## src/rtl/predict_pkg.sv

```systemverilog
// Shared types and default topology for the MLP predict sequencer.
package predict_pkg;

  localparam int unsigned ROWS_DEF = 100;
  localparam int unsigned COLS_DEF = 15;
  localparam int unsigned HID_DEF  = 10;
  localparam int unsigned OUTS_DEF = 2;

  localparam int unsigned OUT_W_BASE = HID_DEF * (COLS_DEF + 1);

  typedef enum logic [3:0] {
    ST_IDLE,
    ST_HID_CLR,
    ST_HID_MAC,
    ST_HID_WB,
    ST_OUT_CLR,
    ST_OUT_MAC,
    ST_OUT_WB,
    ST_CMP,
    ST_DONE
  } state_e;

  typedef enum logic [1:0] {
    PH_NONE,
    PH_HID,
    PH_OUT
  } phase_e;

  function automatic int unsigned out_w_base(input int unsigned hid, input int unsigned cols);
    return hid * (cols + 1);
  endfunction

endpackage

```

## src/rtl/predict_seq_ctrl_if.sv

```systemverilog
// MAC handshake, memory addresses and writeback strobes between sequencer and datapath.
interface predict_seq_ctrl_if #(
  parameter int unsigned DA_W  = 11,
  parameter int unsigned WA_W  = 8,
  parameter int unsigned HID_W = 4,
  parameter int unsigned OUT_W = 1
);
  logic [DA_W-1:0]  data_addr;
  logic [WA_W-1:0]  w_addr;
  logic             mac_clr;
  logic             mac_req;
  logic             mac_ack;
  logic             mac_bias;
  logic             mac_src_hid;
  logic             hid_we;
  logic [HID_W-1:0] hid_idx;
  logic             score_we;
  logic [OUT_W-1:0] out_idx;

  modport master (
    output data_addr, w_addr, mac_clr, mac_req, mac_bias, mac_src_hid,
           hid_we, hid_idx, score_we, out_idx,
    input  mac_ack
  );

  modport slave (
    input  data_addr, w_addr, mac_clr, mac_req, mac_bias, mac_src_hid,
           hid_we, hid_idx, score_we, out_idx,
    output mac_ack
  );
endinterface

```

## src/rtl/predict_addr_gen.sv

```systemverilog
// Combinational test-data and weight address generation from loop counters.
module predict_addr_gen
  import predict_pkg::*;
#(
  parameter int unsigned COLS = COLS_DEF,
  parameter int unsigned HID  = HID_DEF,
  parameter int unsigned DA_W = 11,
  parameter int unsigned WA_W = 8,
  parameter int unsigned RW   = 7,
  parameter int unsigned HW   = 4,
  parameter int unsigned OW   = 1,
  parameter int unsigned JW   = 4
) (
  input  phase_e          i_phase,
  input  logic [RW-1:0]   i_row,
  input  logic [HW-1:0]   i_h,
  input  logic [OW-1:0]   i_o,
  input  logic [JW-1:0]   i_j,
  output logic [DA_W-1:0] o_data_addr,
  output logic [WA_W-1:0] o_w_addr
);

  always_comb begin
    o_data_addr = '0;
    o_w_addr    = '0;
    unique case (i_phase)
      PH_HID: begin
        if (32'(i_j) < COLS)
          o_data_addr = DA_W'(32'(i_row) * COLS + 32'(i_j));
        o_w_addr = WA_W'(32'(i_h) * (COLS + 1) + 32'(i_j));
      end
      PH_OUT: o_w_addr = WA_W'(out_w_base(HID, COLS) + 32'(i_o) * (HID + 1) + 32'(i_j));
      default: ;
    endcase
  end

endmodule

```

## src/rtl/predict_seq_ctrl.sv

```systemverilog
// Row/neuron/weight sequencer for the MLP predict datapath with MAC req/ack control.
module predict_seq_ctrl
  import predict_pkg::*;
#(
  parameter int unsigned ROWS  = ROWS_DEF,
  parameter int unsigned COLS  = COLS_DEF,
  parameter int unsigned HID   = HID_DEF,
  parameter int unsigned OUTS  = OUTS_DEF,
  parameter int unsigned DA_W  = $clog2(ROWS * COLS),
  parameter int unsigned WA_W  = $clog2(HID * (COLS + 1) + OUTS * (HID + 1)),
  parameter int unsigned CNT_W = $clog2(ROWS + 1),
  parameter int unsigned RW    = $clog2(ROWS),
  parameter int unsigned HW    = $clog2(HID),
  parameter int unsigned OW    = $clog2(OUTS)
) (
  input  logic             clk,
  input  logic             rst_n,
  input  logic             start,
  output logic             busy,
  output logic             done,
  input  logic [OW-1:0]    pred_cls,
  input  logic [OW-1:0]    label,
  output logic [RW-1:0]    row_idx,
  output logic [CNT_W-1:0] correct_cnt,
  predict_seq_ctrl_if.master mac
);

  localparam int unsigned JW = $clog2(((COLS > HID) ? COLS : HID) + 1);

  state_e           r_state;
  logic [RW-1:0]    r_row;
  logic [HW-1:0]    r_h;
  logic [OW-1:0]    r_o;
  logic [JW-1:0]    r_j;
  logic [CNT_W-1:0] r_cnt;
  phase_e           w_phase;

  always_ff @(posedge clk or negedge rst_n) begin
    if (!rst_n) begin
      r_state <= ST_IDLE;
      r_row   <= '0;
      r_h     <= '0;
      r_o     <= '0;
      r_j     <= '0;
      r_cnt   <= '0;
    end else begin
      unique case (r_state)
        ST_IDLE, ST_DONE: begin
          if (start) begin
            r_state <= ST_HID_CLR;
            r_row   <= '0;
            r_h     <= '0;
            r_o     <= '0;
            r_j     <= '0;
            r_cnt   <= '0;
          end
        end
        ST_HID_CLR: begin
          r_j     <= '0;
          r_state <= ST_HID_MAC;
        end
        ST_HID_MAC: begin
          if (mac.mac_ack) begin
            if (r_j == JW'(COLS)) r_state <= ST_HID_WB;
            else                  r_j     <= r_j + JW'(1);
          end
        end
        ST_HID_WB: begin
          if (r_h == HW'(HID - 1)) begin
            r_h     <= '0;
            r_o     <= '0;
            r_state <= ST_OUT_CLR;
          end else begin
            r_h     <= r_h + HW'(1);
            r_state <= ST_HID_CLR;
          end
        end
        ST_OUT_CLR: begin
          r_j     <= '0;
          r_state <= ST_OUT_MAC;
        end
        ST_OUT_MAC: begin
          if (mac.mac_ack) begin
            if (r_j == JW'(HID)) r_state <= ST_OUT_WB;
            else                 r_j     <= r_j + JW'(1);
          end
        end
        ST_OUT_WB: begin
          if (r_o == OW'(OUTS - 1)) begin
            r_state <= ST_CMP;
          end else begin
            r_o     <= r_o + OW'(1);
            r_state <= ST_OUT_CLR;
          end
        end
        ST_CMP: begin
          // Saturating: the count can never exceed ROWS in a single pass, but never wrap regardless.
          if (pred_cls == label && r_cnt != CNT_W'(ROWS))
            r_cnt <= r_cnt + CNT_W'(1);
          if (r_row == RW'(ROWS - 1)) begin
            r_state <= ST_DONE;
          end else begin
            r_row   <= r_row + RW'(1);
            r_h     <= '0;
            r_state <= ST_HID_CLR;
          end
        end
        default: r_state <= ST_IDLE;
      endcase
    end
  end

  always_comb begin
    busy            = !(r_state == ST_IDLE || r_state == ST_DONE);
    done            = (r_state == ST_DONE);
    mac.mac_clr     = (r_state == ST_HID_CLR) || (r_state == ST_OUT_CLR);
    mac.mac_req     = (r_state == ST_HID_MAC) || (r_state == ST_OUT_MAC);
    mac.mac_src_hid = (r_state == ST_OUT_MAC);
    mac.mac_bias    = ((r_state == ST_HID_MAC) && (r_j == JW'(COLS))) ||
                      ((r_state == ST_OUT_MAC) && (r_j == JW'(HID)));
    mac.hid_we      = (r_state == ST_HID_WB);
    mac.score_we    = (r_state == ST_OUT_WB);
    mac.hid_idx     = r_h;
    mac.out_idx     = r_o;
    row_idx         = r_row;
    correct_cnt     = r_cnt;
    w_phase         = PH_NONE;
    if (r_state == ST_HID_MAC)      w_phase = PH_HID;
    else if (r_state == ST_OUT_MAC) w_phase = PH_OUT;
  end

  predict_addr_gen #(
    .COLS (COLS),
    .HID  (HID),
    .DA_W (DA_W),
    .WA_W (WA_W),
    .RW   (RW),
    .HW   (HW),
    .OW   (OW),
    .JW   (JW)
  ) u_addr_gen (
    .i_phase     (w_phase),
    .i_row       (r_row),
    .i_h         (r_h),
    .i_o         (r_o),
    .i_j         (r_j),
    .o_data_addr (mac.data_addr),
    .o_w_addr    (mac.w_addr)
  );

endmodule
```

## src/flat_wrapper.sv

```systemverilog
// flat-port wrapper written by rule: the top's interface ports become plain ports
module predict_seq_ctrl_flat import predict_pkg::*;
#(
  parameter int unsigned ROWS  = ROWS_DEF,
  parameter int unsigned COLS  = COLS_DEF,
  parameter int unsigned HID   = HID_DEF,
  parameter int unsigned OUTS  = OUTS_DEF,
  parameter int unsigned DA_W  = $clog2(ROWS * COLS),
  parameter int unsigned WA_W  = $clog2(HID * (COLS + 1) + OUTS * (HID + 1)),
  parameter int unsigned CNT_W = $clog2(ROWS + 1),
  parameter int unsigned RW    = $clog2(ROWS),
  parameter int unsigned HW    = $clog2(HID),
  parameter int unsigned OW    = $clog2(OUTS)
)
  (clk, rst_n, start, busy, done, pred_cls, label, row_idx, correct_cnt, mac_data_addr, mac_w_addr, mac_mac_clr, mac_mac_req, mac_mac_bias, mac_mac_src_hid, mac_hid_we, mac_hid_idx, mac_score_we, mac_out_idx, mac_mac_ack);
  predict_seq_ctrl_if #(.DA_W(DA_W), .WA_W(WA_W)) mac_i ();
  input  logic clk;
  input  logic rst_n;
  input  logic start;
  output logic busy;
  output logic done;
  input  logic [OW-1:0] pred_cls;
  input  logic [OW-1:0] label;
  output logic [RW-1:0] row_idx;
  output logic [CNT_W-1:0] correct_cnt;
  output wire logic [$bits(mac_i.data_addr)-1:0] mac_data_addr;
  output wire logic [$bits(mac_i.w_addr)-1:0] mac_w_addr;
  output wire logic [$bits(mac_i.mac_clr)-1:0] mac_mac_clr;
  output wire logic [$bits(mac_i.mac_req)-1:0] mac_mac_req;
  output wire logic [$bits(mac_i.mac_bias)-1:0] mac_mac_bias;
  output wire logic [$bits(mac_i.mac_src_hid)-1:0] mac_mac_src_hid;
  output wire logic [$bits(mac_i.hid_we)-1:0] mac_hid_we;
  output wire logic [$bits(mac_i.hid_idx)-1:0] mac_hid_idx;
  output wire logic [$bits(mac_i.score_we)-1:0] mac_score_we;
  output wire logic [$bits(mac_i.out_idx)-1:0] mac_out_idx;
  input wire logic [$bits(mac_i.mac_ack)-1:0] mac_mac_ack;
  assign mac_data_addr = mac_i.data_addr;
  assign mac_w_addr = mac_i.w_addr;
  assign mac_mac_clr = mac_i.mac_clr;
  assign mac_mac_req = mac_i.mac_req;
  assign mac_mac_bias = mac_i.mac_bias;
  assign mac_mac_src_hid = mac_i.mac_src_hid;
  assign mac_hid_we = mac_i.hid_we;
  assign mac_hid_idx = mac_i.hid_idx;
  assign mac_score_we = mac_i.score_we;
  assign mac_out_idx = mac_i.out_idx;
  assign mac_i.mac_ack = mac_mac_ack;
  predict_seq_ctrl #(.ROWS(ROWS), .COLS(COLS), .HID(HID), .OUTS(OUTS), .DA_W(DA_W), .WA_W(WA_W), .CNT_W(CNT_W), .RW(RW), .HW(HW), .OW(OW)) u_core (.clk(clk), .rst_n(rst_n), .start(start), .busy(busy), .done(done), .pred_cls(pred_cls), .label(label), .row_idx(row_idx), .correct_cnt(correct_cnt), .mac(mac_i));
endmodule
```

## config.mk

```make
export PLATFORM = sky130hd
export DESIGN_NAME = predict_seq_ctrl_flat
export DESIGN_NICKNAME = d
export VERILOG_FILES = /design/src/rtl/predict_pkg.sv /design/src/rtl/predict_seq_ctrl_if.sv /design/src/rtl/predict_addr_gen.sv /design/src/rtl/predict_seq_ctrl.sv /design/src/flat_wrapper.sv
export SDC_FILE = /design/constraint.sdc
export NUM_CORES = 1
export LEC_CHECK = 0
export CAP_MARGIN = 10
export CORE_ASPECT_RATIO = 0.8
export CORE_UTILIZATION = 53
export DETAILED_ROUTE_END_ITERATION = 16
export PLACE_DENSITY = 0.91
export SKIP_CTS_REPAIR_TIMING = 1
export SLEW_MARGIN = 20
export SYNTH_ARGS = -nofsm -noshare
export SYNTH_HDL_FRONTEND = slang
export SYNTH_SLANG_ARGS = --single-unit
```

## constraint.sdc

```tcl
create_clock -name clk -period 5.4 [get_ports clk]
set_input_delay 1.35 -clock clk [delete_from_list [all_inputs] [get_ports clk]]
set_output_delay 1.35 -clock clk [all_outputs]
set_load 0.02 [all_outputs]
```

Word-level counts from Yosys, hierarchy flattened
Cells that the tools add are included.

Register bits after elaboration: 27. Input bits: 6. Output and inout bits: 46. Word-level logic and storage cells: 97.

$add $sub $neg: 9. Multipliers: 2. $lt $le $gt $ge: 1. Equality and inequality tests: 26. Mux-type cells: 32. Reduce and logical (&&, ||, !) cells: 21.

Operator list (number): 4-bit 2-to-1 mux (13); 4-bit one-hot mux with 8 select lines (1); 7-bit one-hot mux with 2 select lines (2); 11-bit 2-to-1 mux (2); 7-bit 2-to-1 mux (3); 8-bit by 4-bit adder with 8-bit output (2); 4-bit by 3-bit equality test with 1-bit output (second input constant) (4); 4-bit equality test (second input constant) (4); 4-bit one-hot mux with 4 select lines (1); 8-bit one-hot mux with 2 select lines (1); 7-bit by 1-bit adder with 7-bit output (second input constant) (2); 2-bit != test (second input constant) (6); 4-bit one-hot mux with 3 select lines (1); 3-bit AND reduction (4); 11-bit by 4-bit adder with 11-bit output (1); 7-bit by 4-bit multiplier with 11-bit output (second input constant) (1); 4-bit by 1-bit adder with 4-bit output (second input constant) (2); 8-bit by 5-bit adder with 8-bit output (first input constant) (1); 4-bit by 2-bit equality test with 1-bit output (second input constant) (2); 2-bit by 1-bit != test with 1-bit output (second input constant) (4); 7-bit equality test (second input constant) (1); 7-bit != test (second input constant) (1); 2-bit 2-to-1 mux (3); 6-bit AND reduction (1); other kinds (19) (28).

Depth between registers and ports, before layout
Word-level depth: 5. Gate-level depth with buffers: 12. Depth with buffers taken out: 12.

By module
A second synthesis with hierarchy kept.

Cell total of the unflattened synthesis: 311. Area, all modules: 2797.7 µm².

By module, submodules not included: predict_seq_ctrl (times used 1, cells each 179, area an instance 1669.1 µm², seq. area each 675.6 µm²); predict_addr_gen (times used 1, cells each 132, area an instance 1128.6 µm², seq. area each 0.0 µm²).

Worst setup path before layout
Ideal clock, no wire load.

Path kind: register to output. Start point: register u_core.r_row[0], in the netlist u_core.row_idx[0]. End point: output port mac_data_addr[9]. Data arrival time: 3.462 ns. Data required time: 4.050 ns. Path slack: 0.588 ns. Cell stages (with the launch flop): 13. Path buffers: 0. Cell sequence: dfrtp_1 > fa_1 > xor2_1 > ha_1 > inv_1 > fa_1 > inv_1 > ha_1 > a211oi_1 > nor2_1 > a221oi_1 > xor2_1 > nor2_1.

Cells in the longest elaborated chain, start to end: 4.

RTL lines: from (decl) (RTL line predict_seq_ctrl.sv:31) `logic [RW-1:0] r_row;`; from (signal assigned) (RTL line predict_seq_ctrl.sv:103) `r_row <= r_row + RW'(1);`; 7-bit by 4-bit multiplier with 11-bit output (RTL line predict_addr_gen.sv:29) `o_data_addr = DA_W'(32'(i_row) * COLS + 32'(i_j));`; 11-bit by 4-bit adder with 11-bit output (RTL line predict_addr_gen.sv:29); 11-bit 2-to-1 mux (RTL line predict_addr_gen.sv:28) `if (32'(i_j) < COLS)`; 11-bit 2-to-1 mux (RTL line predict_addr_gen.sv:26) `unique case (i_phase)`; to (decl) (RTL line flat_wrapper.sv:26) `output wire logic [$bits(mac_i.data_addr)-1:0] mac_data_addr;`.

Every way passes these cells.

Final worst setup path
Start point: register u_core.r_row[1], in the netlist u_core.row_idx[1]. End point: output port mac_data_addr[9].

The elaborated chain is that of the path after synthesis.

==> metrics <==
worst setup path category=register to output port; average cell area after synthesis=9.00 µm²; count of fill cells added during filler insertion=388; Net Count, Synth=367; count of nets left with antenna violations after detail routing=0; beginning of the worst hold path=u_core.mac.hid_idx[3]$_DFFE_PN0P_; number of DRC markers after the initial detailed-route iteration=135; CTS HTree Levels=1; family with the most delay on the worst path=adder cells; cell with the most instances after synthesis=ha_1; largest family of logic cells by synthesized area=adder cells; All-Layer GR Usage=24.1%; largest incremental delay on the critical path=0.54 ns; Worst Max-Slew Pin Slew=0.866 ns; number of global-route vias before repair=2349; end point of the most critical hold path=u_core.mac.hid_idx[3]$_DFFE_PN0P_; count of TritonRoute iterations in the first routing pass=4; VDD IR max=0.147 mV; Pins Over Slew Limit=0; count of cells along the worst hold path=1; count of flip-flops with a built-in enable after synthesis=0; number of cell rows=23; pre-CTS worst setup slack=0.0691 ns; number of setup violations in the final report=0; buffering stage count on the worst path with inverters included=3; final-stage net count=419; status=complete, no violations; worst-case register-to-register setup slack=2.93 ns; DRC=0; wire length after detailed routing=6.33 mm; endpoint class of the critical path=output port; cell types with the highest counts after synthesis=ha_1, inv_1, dfrtp_1, nor2_1, nand2_1; Max transition margin=42.0%; post-synthesis sequential area ratio=24.4%; initial antenna violation count=0; number of port buffers=51; top flip-flop cell by instance count after synthesis=dfrtp_1; Num CTS Buffers=3; Critical R2R Capture=u_core.correct_cnt[5]$_DFFE_PN0P_; synthesis-to-layout area growth=23.6%; slowest CP cell=fa_1; count of vias placed by the detailed router=2396; share of the cycle needed by the critical path after routing=95.6%; CTS root buf=clkbuf_8; Simple-Gate Fraction of Synth Area=18.9%; CTS sink count=27; layout cells sized above 1=6.41%; Yosys top cell by area=dfrtp_1; number of warnings issued by yosys=0; Syn Inst Count=308; global-route wire length before repair=10.7 mm; Die Span X=82.9 µm; fraction of synthesized cell area taken by the top area cell type=24.4%; fraction of registers with async set or reset after synthesis=100%; top-level I/O count=52; Die ar.=5530 µm²; number of maximum-capacitance violations=0; kind of start point of the critical path=register; CP cell instances=fa_1 > xor2_1 > ha_1 > inv_1 > fa_1 > inv_1 > ha_1 > a211oi_2 > nor2_1 > a221oi_2 > xor2_1 > nor2_1 > dlymetal6s2s_1; post-synthesis share of cell area spent on xor and xnor gates=6.00%; Synth Register Bits=27; worst-case clock buffer depth=2; path category of the worst min-delay check=register to register; CTS tree=yes; highest achievable clock rate=194 MHz; endpoint arrival time on the critical path=3.81 ns; clock insertion delay at the later pin of the skew report=0.28 ns; starting density of the core=55.4%; required time of the critical path=4.05 ns; clock edge transition at the registers on the reported setup and hold paths=0.10 ns; startpoint of the most critical setup path=u_core.row_idx[1]$_DFFE_PN0P_; startpoint of the worst-slack reg-to-reg timing path=u_core.r_state[2]$_DFFE_PN0P_; Distinct cells, synth=50; static leakage power=0.00181 µW; number of cells on the worst reg-to-reg path=5; detailed placement HPWL=4.88 mm; final-layout setup total negative slack=0 ns; multiplexer area fraction after synthesis=2.57%; setup repair after global routing missed its margin=false; ratio of total power to cell area=235 nW/µm²; final core utilization=68.4%; placeable core region=5010 µm²; Max Clock Skew=0.00215 ns; post-detailed-route via-to-cell ratio=5.69; DIE HEIGHT=66.7 µm; GRT overflow=0; fraction of the mapped netlist area in compound gates=14.8%; final hold violations=0; RD Place Congestion=0.905; cell area after synthesis=2770 µm²; synthesized-area fraction occupied by adder cells=27.2%; leading post-synthesis cells by cell area=dfrtp_1, ha_1, fa_1; # diodes=0; average detailed-routed wire length per instance=15.0 µm; setup ws final=0.237 ns; largest net degree at the start of global routing=28; total power=804 µW; CP max FO=6; worst hold margin=0.536 ns; Period minus WS final=5.16 ns
layout make-up:
type	count	area [µm²]	area share, %
multi-input cells	241	1940	56.7
flip-flops and latches	27	677	19.8
repair buffers	56	563	16.4
inverters	31	116	3.40
well taps	62	77.6	2.26
clock buffers	3	41.3	1.20
clock inverters	1	7.51	0.219
cells by family (layout without fill, tap and decap cells):
group,Yosys count,count (layout)
AND/OR/NAND/NOR,100,100
AO/OA/AOI/OAI,62,62
adder cells (fa/ha/maj),53,53
buffers and inverters,40,91
flip-flops,27,27
XOR/XNOR,19,19
multiplexers,7,7
where the power goes:
group / internal (µW) / switching (µW)
logic: 163 / 243
clock network: 52.5 / 69.5
registers: 226 / 51.3
total: 441 / 363
registers in the layout, summed over array words and instances, names as in the netlist:
| register | count |
|---|---|
| u_core.r_state | 4 |
| u_core.mac.out_idx | 1 |
| u_core.mac.hid_idx | 4 |
| u_core.row_idx | 7 |
| u_core.r_j | 4 |
| u_core.correct_cnt | 7 |
worst max-delay path by stage:
stage,end,slack (ns),cells after the start
after detailed placement,mac_data_addr[8],0.07,12
final,mac_data_addr[9],0.24,13
after global routing,mac_data_addr[8],0.02,12
after floorplan,mac_data_addr[9],0.59,12
after CTS,mac_data_addr[8],-0.26,12
after global placement,mac_data_addr[9],0.26,13
cell usage in the layout (no fill, tap or decap), types with 2 or more instances in the layout:
master and n:
clkbuf_8 3, nor2b_1 2, a21oi_1 12, a211oi_1 2
o41ai_1 2, and2_1 3, clkdlybuf4s50_1 45, nor2_1 27
o22ai_1 2, nor3_1 8, ha_1 41, dfrtp_1 26
o221ai_1 2, xnor2_1 12, xor2_1 7, mux2i_1 6
inv_1 30, buf_4 5, nand2_1 24, a21o_1 8
nand4_1 4, nand3_1 9, fa_1 12, or3_1 3
o21ai_0 20, nand2b_1 5, o31ai_1 4, dlymetal6s2s_1 6
and3_1 4
per-layer routing:
metal  vias up  GRT usage, %  share of wire (%)
li1       1170             -                  -
met1      1153          31.4                 46
met2        62          43.3                 49
met3        11          3.97                4.0
met4         0          4.09               0.90
met5         -             0                  0
stage by stage:
stage                     cell area (µm²)  cells
after global placement               3340    417
after global routing                 3430    421
after floorplan                      2770    308
final                                3430    421
after detailed placement             3340    417
after CTS                            3390    421
(Power assumes the default switching activity.)
